[src/rtl/soc_reset_seq_if.sv]
// Reset sequencer bus: request inputs toward the sequencer,
// staged resets and firmware status back out.
interface soc_reset_seq_if #(
  parameter int NUM_SRC = 4,
  parameter int NUM_OUT = 3
);
  logic               pll_locked;
  logic [NUM_SRC-1:0] src_req;
  logic [NUM_SRC-1:0] cause_clr;
  logic [NUM_OUT-1:0] rst_out;
  logic               busy;
  logic [NUM_SRC-1:0] cause;
  logic [7:0]         rst_count;

  modport master (
    output pll_locked, src_req, cause_clr,
    input  rst_out, busy, cause, rst_count
  );

  modport slave (
    input  pll_locked, src_req, cause_clr,
    output rst_out, busy, cause, rst_count
  );
endinterface

[src/rtl/soc_reset_seq.sv]
// SoC reset sequencer: merges request sources and PLL lock into one
// stretched reset event, then releases ordered domains one by one.
module soc_reset_seq #(
  parameter int NUM_SRC     = 4,
  parameter int NUM_OUT     = 3,
  parameter int HOLD_CYCLES = 16,
  parameter int STAGE_GAP   = 8,
  parameter logic [NUM_SRC-1:0] SRC_ACTIVE_LOW = 4'b0010,
  parameter logic [NUM_SRC-1:0] SRC_EDGE       = 4'b0000
) (
  input logic            clk,
  input logic            rst,
  soc_reset_seq_if.slave bus
);

  localparam int HW = (HOLD_CYCLES > 1) ? $clog2(HOLD_CYCLES) : 1;
  localparam int GW = (STAGE_GAP > 1) ? $clog2(STAGE_GAP) : 1;
  localparam int KW = (NUM_OUT > 1) ? $clog2(NUM_OUT) : 1;
  localparam logic [HW-1:0] HOLD_INIT = HW'(HOLD_CYCLES - 1);
  localparam logic [GW-1:0] GAP_INIT  = GW'(STAGE_GAP - 1);

  typedef enum logic [1:0] {
    S_ASSERT,
    S_RELEASE,
    S_RUN
  } state_e;

  state_e             state_q, state_d;
  logic [HW-1:0]      hold_q, hold_d;
  logic [GW-1:0]      gap_q, gap_d;
  logic [KW-1:0]      k_q, k_d;
  logic [NUM_OUT-1:0] rst_out_q, rst_out_d;
  logic               busy_q, busy_d;
  logic [NUM_SRC-1:0] cause_q, cause_d;
  logic [NUM_SRC-1:0] prev_q, prev_d;
  logic [7:0]         count_q, count_d;
  logic [NUM_SRC-1:0] act;
  logic [NUM_SRC-1:0] trig;
  logic               t;

  always_comb begin
    act  = bus.src_req ^ SRC_ACTIVE_LOW;
    trig = act & (~SRC_EDGE | ~prev_q);
    t    = (|trig) | ~bus.pll_locked;

    state_d   = state_q;
    hold_d    = hold_q;
    gap_d     = gap_q;
    k_d       = k_q;
    rst_out_d = rst_out_q;
    count_d   = count_q;
    prev_d    = act;
    // set beats clear when both land on the same edge
    cause_d   = (cause_q & ~bus.cause_clr) | trig;

    if (t) begin
      state_d   = S_ASSERT;
      hold_d    = HOLD_INIT;
      rst_out_d = '1;
      if (state_q != S_ASSERT && count_q != 8'hff)
        count_d = count_q + 8'd1;
    end else begin
      unique case (state_q)
        S_ASSERT: begin
          if (hold_q != '0) begin
            hold_d = hold_q - HW'(1);
          end else begin
            rst_out_d[0] = 1'b0;
            gap_d        = GAP_INIT;
            k_d          = KW'(1);
            state_d      = (NUM_OUT == 1) ? S_RUN : S_RELEASE;
          end
        end
        S_RELEASE: begin
          if (gap_q != '0) begin
            gap_d = gap_q - GW'(1);
          end else begin
            for (int i = 0; i < NUM_OUT; i++)
              if (i == int'(k_q)) rst_out_d[i] = 1'b0;
            gap_d = GAP_INIT;
            k_d   = k_q + KW'(1);
            if (int'(k_q) == NUM_OUT - 1) state_d = S_RUN;
          end
        end
        default: ;
      endcase
    end

    busy_d = |rst_out_d;
  end

  always_ff @(posedge clk) begin
    if (rst) begin
      state_q   <= S_ASSERT;
      hold_q    <= HOLD_INIT;
      gap_q     <= GAP_INIT;
      k_q       <= '0;
      rst_out_q <= '1;
      busy_q    <= 1'b1;
      cause_q   <= '0;
      prev_q    <= '1;
      count_q   <= '0;
    end else begin
      state_q   <= state_d;
      hold_q    <= hold_d;
      gap_q     <= gap_d;
      k_q       <= k_d;
      rst_out_q <= rst_out_d;
      busy_q    <= busy_d;
      cause_q   <= cause_d;
      prev_q    <= prev_d;
      count_q   <= count_d;
    end
  end

  assign bus.rst_out   = rst_out_q;
  assign bus.busy      = busy_q;
  assign bus.cause     = cause_q;
  assign bus.rst_count = count_q;

endmodule
[src/flat_wrapper.sv]
// flat-port wrapper written by rule: the top's interface ports become plain ports
module soc_reset_seq_flat 
#(
  parameter int NUM_SRC     = 4,
  parameter int NUM_OUT     = 3,
  parameter int HOLD_CYCLES = 16,
  parameter int STAGE_GAP   = 8,
  parameter logic [NUM_SRC-1:0] SRC_ACTIVE_LOW = 4'b0010,
  parameter logic [NUM_SRC-1:0] SRC_EDGE       = 4'b0000
)
  (clk, rst, bus_pll_locked, bus_src_req, bus_cause_clr, bus_rst_out, bus_busy, bus_cause, bus_rst_count);
  soc_reset_seq_if #(.NUM_SRC(NUM_SRC), .NUM_OUT(NUM_OUT)) bus_i ();
  input logic clk;
  input logic rst;
  input wire logic [$bits(bus_i.pll_locked)-1:0] bus_pll_locked;
  input wire logic [$bits(bus_i.src_req)-1:0] bus_src_req;
  input wire logic [$bits(bus_i.cause_clr)-1:0] bus_cause_clr;
  output wire logic [$bits(bus_i.rst_out)-1:0] bus_rst_out;
  output wire logic [$bits(bus_i.busy)-1:0] bus_busy;
  output wire logic [$bits(bus_i.cause)-1:0] bus_cause;
  output wire logic [$bits(bus_i.rst_count)-1:0] bus_rst_count;
  assign bus_i.pll_locked = bus_pll_locked;
  assign bus_i.src_req = bus_src_req;
  assign bus_i.cause_clr = bus_cause_clr;
  assign bus_rst_out = bus_i.rst_out;
  assign bus_busy = bus_i.busy;
  assign bus_cause = bus_i.cause;
  assign bus_rst_count = bus_i.rst_count;
  soc_reset_seq #(.NUM_SRC(NUM_SRC), .NUM_OUT(NUM_OUT), .HOLD_CYCLES(HOLD_CYCLES), .STAGE_GAP(STAGE_GAP), .SRC_ACTIVE_LOW(SRC_ACTIVE_LOW), .SRC_EDGE(SRC_EDGE)) u_core (.clk(clk), .rst(rst), .bus(bus_i));
endmodule
[config.mk]
export PLATFORM = sky130hd
export DESIGN_NAME = soc_reset_seq_flat
export DESIGN_NICKNAME = d
export VERILOG_FILES = /design/src/rtl/soc_reset_seq_if.sv /design/src/rtl/soc_reset_seq.sv /design/src/flat_wrapper.sv
export SDC_FILE = /design/constraint.sdc
export NUM_CORES = 1
export LEC_CHECK = 0
export BUFFER_PORTS_ARGS = -buffer_cell sky130_fd_sc_hd__buf_2
export CORE_UTILIZATION = 53
export CTS_CLUSTER_SIZE = 30
export DETAILED_ROUTE_END_ITERATION = 10
export PLACE_DENSITY = 0.78
export SETUP_SLACK_MARGIN = 0.02
export SYNTH_ARGS = -nofsm -noshare
export SYNTH_HDL_FRONTEND = slang
export SYNTH_SLANG_ARGS = --single-unit
[constraint.sdc]
create_clock -name clk -period 2.3 [get_ports clk]
set_clock_uncertainty 0.1 [all_clocks]
set_input_delay 0.23 -clock clk [delete_from_list [all_inputs] [get_ports clk]]
set_output_delay 0.23 -clock clk [all_outputs]
set_load 0.01 [all_outputs]
==> reports/results.ini, run 1 <==
[route]
initialDrtViolationCount=29
route.detailed.drc=0
ant_nets=0
vias_per_cell=5.67
wl_per_cell_um=12.8
drt-total-wl_um=2550
dr.pass1.iters=4
routed-via-count=1133

[worst_setup_path]
worstSetupStartpointType=register
critPathRequiredTime_ns=2.44
r2r_slack_ns=0.41
r2r_end=u_core.k_q[0]
arrival_ns=2.02
path_class=reg2reg
cp-end-kind=register
r2r-start=u_core.hold_q[0]
critPathLaunch=u_core.hold_q[0]
reg2reg_depth=6
critPathMaxFanout=5

[timing]
max_freq_mhz=530
fin_ws_ns=0.414
tightest_slew_ns=0.469
period_minus_slack_ns=1.89
rsz0062_at_grt=false
slew_headroom_pct=68.6
fin_tns_setup_ns=0
setup-violations-final=0
maxSlewViolCount=0
period_share_pct=82.0
finalHoldViolCount=0

[synth]
synth_seq_cells=27
synth.distinct_cells=36
avgSynthCellArea_um2=8.85
synth_area_leaders=dfxtp_1 (42%), ha_1 (6.8%), nand2_1 (5.8%)
ys_seq_area_share_pct=42.1
synth_top_cell_area_share_pct=42.1
ys.warnings.count=0
synth_fp_nets=163
synth_edf_count=0
ys.flop_type=dfxtp_1
synth_commonest_cells=dfxtp_1 (27), nand2_1 (20), a21oi_1 (13)
synth.most_common_cell=dfxtp_1
async_flop_share_pct=0
synth_top_area_cell=dfxtp_1
syn_area_um2=1280
syn_inst=145

[clock_network]
cts_buffer_depth=2
clk_latency_ns=0.33
cts_hold_buf=0
cts_sinks=27
numCtsBuffers=3
h-tree-depth=1
cts_tree=yes
cts_resized=0
cts.clk_slew.worst_paths_ns=0.14
postCtsSetupBuffers=0
cts_root_buf=clkbuf_4

[floorplan]
die_x_um=51.2
die_y_um=51.2
start_util_pct=56.9
ios=27
core_area_um2=2250
std_cell_rows=17
dieArea_um2=2620

[power_and_ir_drop]
seq_power_share_pct=66.6
p_clk_share_pct=28.4
p_leak_nw=0.663
powerDensity_nw_per_um2=490
combPwrFrac_pct=5.0
p_int_uw=555
swShare_pct=22.2
p_switching_uw=158
max-vdd-ir-drop_mv=0.291

[placement]
portBuffers=26
place_congestion=0.751
place_ws_ns=0.469
hpwl_um=1940

[global_routing]
grt_pass1_vias=1049
gr-total-overflow=0
grt_max_degree=21
antenna_found_initial=0
grt.total_usage_pct=22.4
grt_pass1_wl_um=4350

[hold_path]
min_to=u_core.bus.cause[3]
worstHoldPathCells=3
hold_path_class=in2reg
hp-start=bus_src_req[3]

[run]
drv_cap=0

[cells_and_area]
fillers=203
multi_input_area_um2=683
final_layout_size_suffix_gt1_share_pct=19.8
final_nets=191
ff_latch_area_um2=541
syn_to_final_growth_pct=13.5
num_antenna_cells=0

[status]
run_status=completed

## state kept, by name (all words and copies together) (netlist names)
signal                count
u_core.k_q                2
u_core.hold_q             4
u_core.bus.cause          4
u_core.state_q            2
u_core.bus.rst_out        3
u_core.gap_q              3
u_core.bus.rst_count      8
u_core.bus.busy           1
## layout make-up
class | instances | share of cell area, %
repair buffers | 26 | 8.93
well taps | 28 | 2.41
flip-flops and latches | 27 | 37.1
clock buffers | 4 | 1.80
inverters | 11 | 2.84
multi-input cells | 104 | 46.9
## power groups by stage
stage / Combinational [mW] / Sequential (mW) / Clock (mW)
after floorplan: 0.0139 / 0.487 / 0
after global placement: 0.0337 / 0.485 / 0
after detailed placement: 0.0355 / 0.485 / 0
after CTS: 0.0357 / 0.475 / 0.211
after global routing: 0.0393 / 0.476 / 0.226
final: 0.0354 / 0.475 / 0.203
## layer usage
layer	up-vias	share of wire, %	GRT usage, %
met3	9	4.0	2.98
met2	28	50	39.7
met1	521	42	25.0
met4	0	3.5	14.0
met5	-	0	0
li1	575	-	-
## cell families (layout without fill, tap and decap cells)
group	count (synthesis)	in the layout	share of synthesized area (%)
xor+xnor	2	2	1.36
simple gates	61	61	26.4
flops	27	27	42.1
compound gates	31	31	16.1
fa+ha+maj	7	7	6.82
buf+inv	14	41	4.68
mux	3	3	2.53
## worst max path at each step
stage,slack (ns),to
after floorplan,0.66,u_core.k_q[0]
after global placement,0.55,u_core.bus.rst_count[7]
after detailed placement,0.47,u_core.k_q[0]
after CTS,0.41,u_core.k_q[0]
after global routing,0.20,u_core.k_q[0]
final,0.41,u_core.k_q[0]
## stage by stage
step | total power, mW | hold WS [ns] | instance area, um2 | std cells | utilization (%)
floorplan | 0.501 | 0.222 | 1280 | 145 | -
global placement | 0.519 | 0.353 | 1430 | 196 | 63.4
detailed placement | 0.520 | 0.359 | 1430 | 196 | 63.4
CTS | 0.721 | 0.0445 | 1460 | 200 | 64.6
global route | 0.742 | 0.0676 | 1460 | 200 | 64.6
finish | 0.713 | 0.0492 | 1460 | 200 | 64.6
## layout by cell type (no fill, tap or decap), types with 2 or more instances in the layout
master and n:
dfxtp_1 27, buf_2 26, nand2_1 20, a21oi_1 13, inv_1 11, nor2_1 9
nand3_1 7, ha_1 7, o21ai_0 4, nand4_1 4, nor2b_1 3, nand2b_1 3
or4_1 3, clkbuf_4 3, o211a_1 2, nor3_1 2, nor2_2 2, nand4b_1 2
a21o_1 2, nor4_1 2, mux2_1 2, a311oi_1 2, o31ai_1 2
## worst max-delay path, stage by stage (launching register included)
cell,delay (ns)
dfxtp_1,0.34
inv_1,0.09
ha_1,0.21
nor4b_2,0.40
o211ai_2,0.18
o21a_1,0.24
a311oi_1,0.23
No activity file was read; power rests on OpenSTA's default activity.
==> run 2, diff against run 1 <==
Clock period 2.3 ns to 1.8 ns, I/O delays scaled along.
==> run 2 against run 1 <==
Compared with the run above: the run now ends with setup timing left; setup slack got worse by 0.42 ns; first-iteration DRC count fell by 45%; non-clock buffer count rose by 5; combinational power rose by 45%; count of clock-buffer cells in the layout fell by 1; worst hold slack got worse by 0.034 ns; sequential share of layout area fell by 1.7 points.
==> reports/results.ini, run 2 (synthesis results as in run 1) <==
[power_and_ir_drop]
finalPower_uw=916  ; +28%
max-vdd-ir-drop_mv=0.360  ; +24%
powerDensity_nw_per_um2=599  ; +22%
p_leak_nw=0.683  ; +3.1%

[worst_setup_path]
cp_num_cells=7  ; +1
worstPathCellList=dlygate4sd3_1 -> buf_2 -> nor4b_4 -> buf_4 -> o211ai_2 -> o21a_1 -> a311oi_1
arrival_ns=1.94  ; -0.08 ns
cp_top_family=buffers and inverters
max_stage_delay_ns=0.55  ; +0.15 ns
critPathRequiredTime_ns=1.94  ; -0.50 ns
worstSetupStartpointType=input port
cp-end-kind=register
path_buf_inv=3  ; +2
reg2reg_depth=6  ; unchanged
path_class=in2reg
critPathMaxFanout=5  ; unchanged
cpMaxStageDelayCell=dlygate4sd3_1

[floorplan]
start_util_pct=56.9  ; unchanged
core_area_um2=2250  ; unchanged
std_cell_rows=17  ; unchanged
die_x_um=51.2  ; unchanged
dieArea_um2=2620  ; unchanged
die_y_um=51.2  ; unchanged
ios=27  ; unchanged

[route]
wl_per_cell_um=12.8  ; about the same
drt-total-wl_um=2620  ; +2.5%
initialDrtViolationCount=16  ; -45%
ant_nets=0  ; unchanged
route.detailed.drc=0  ; unchanged
vias_per_cell=5.53  ; -2.4%
routed-via-count=1134  ; +0.088%
dr.pass1.iters=4  ; unchanged

[hold_path]
hold_path_class=in2reg
worstHoldPathCells=3  ; unchanged

[global_routing]
antenna_found_initial=0  ; unchanged
grt_max_degree=21  ; unchanged
grt.total_usage_pct=20.9  ; -1.5 points
gr-total-overflow=0  ; unchanged
grt_pass1_wl_um=4120  ; -5.2%
grt_pass1_vias=972  ; -7.3%

[clock_network]
cts_tree=yes
numCtsBuffers=3  ; unchanged
cts_root_buf=clkbuf_4
cts_buffer_depth=2  ; unchanged
cts_sinks=27  ; unchanged
cts.clk_slew.worst_paths_ns=0.14  ; about the same
clk_latency_ns=0.32  ; about the same
h-tree-depth=1  ; unchanged

[status]
violations=setup timing
run_status=finished with violations

[cells_and_area]
largest_reg_flops=8  ; unchanged
final_cell_mix=buf_2 (26), dfxtp_1 (26), nand2_1 (20)
finalInstanceArea_um2=1530  ; +5.0%
post-route-util_pct=67.8  ; +3.2 points
instances_no_fill=205  ; +2.5%
fillers=198  ; -2.5%
syn_to_final_growth_pct=19.1
final_nets=196  ; +2.6%
num_antenna_cells=0  ; unchanged
final_layout_size_suffix_gt1_share_pct=24.3  ; +4.5 points

[placement]
place_ws_ns=0.0537  ; -0.415 ns
placed_cells=198  ; +1.0%
hpwl_um=1850  ; -4.5%
postPlaceCellArea_um2=1450  ; +1.1%
portBuffers=26  ; unchanged
place_congestion=0.836  ; +11%

[timing]
setup-violations-final=1  ; +1
fin_ws_ns=-0.00471  ; -0.419 ns
finalHoldViolCount=0  ; unchanged
period_share_pct=100
slew_headroom_pct=70.5  ; +1.9 points
maxSlewViolCount=0  ; unchanged
max_freq_mhz=554
period_minus_slack_ns=1.80
tightest_slew_ns=0.439  ; -0.0307 ns
rsz0062_at_grt=true

[run]
drv_cap=0  ; unchanged

## run 2: layout make-up
cell class	count	area (um2)	area share, %
sequential	27	542	35.4
timing repair buffer	31	173	11.3
multi-input combinational	104	711	46.5
tap	28	35.0	2.29
clock inverter	1	5.00	0.327
clock buffer	3	22.5	1.47
inverter	11	41.3	2.70
## run 2: timing repair
item / in CTS / in global routing
resized for setup: 0 / 7
hold buffers: 2 / 0
endpoints found under the hold margin: 2 / 0
endpoints found under the setup margin: 0 / 10
setup buffers: 0 / 1
## run 2: final timing paths
kind / start / end / slack (ns)
max reg2reg: u_core.hold_q[0] / u_core.k_q[0] / 0.13
min: bus_src_req[3] / u_core.bus.cause[3] / 0.02
min reg2reg: u_core.bus.rst_out[1] / u_core.bus.rst_out[1] / 0.38
max: bus_src_req[2] / u_core.k_q[0] / -0.005
## run 2: metal layers
layer	up-vias	global-route usage (%)	wire length [um]	share of wire [%]
met5	-	0	0	0
met4	0	8.56	31	1.2
met3	4	2.68	62	2.4
met2	14	36.6	1300	50
met1	531	25.6	1220	47
li1	585	-	-	-
## run 2: tightest hold or removal path, stage by stage
cell and delay, ns:
buf_2 0.11, a21oi_1 0.04, nor2_1 0.07
## run 2: through the flow
stage / TNS, ns / hold WS [ns]
after floorplan: 0 / 0.172
after global placement: 0 / 0.336
after detailed placement: 0 / 0.346
after CTS: 0 / 0.000568
after global routing: -0.0362 / 0.0119
final: -0.00471 / 0.0153
## run 2: power by group
| part | total, mW | internal [mW] | switching [mW] | leakage, nW |
|---|---|---|---|---|
| registers | 0.607 | 0.604 | 0.00311 | 0.220 |
| clock network | 0.257 | 0.0831 | 0.174 | 0.0177 |
| logic | 0.0513 | 0.0225 | 0.0288 | 0.446 |
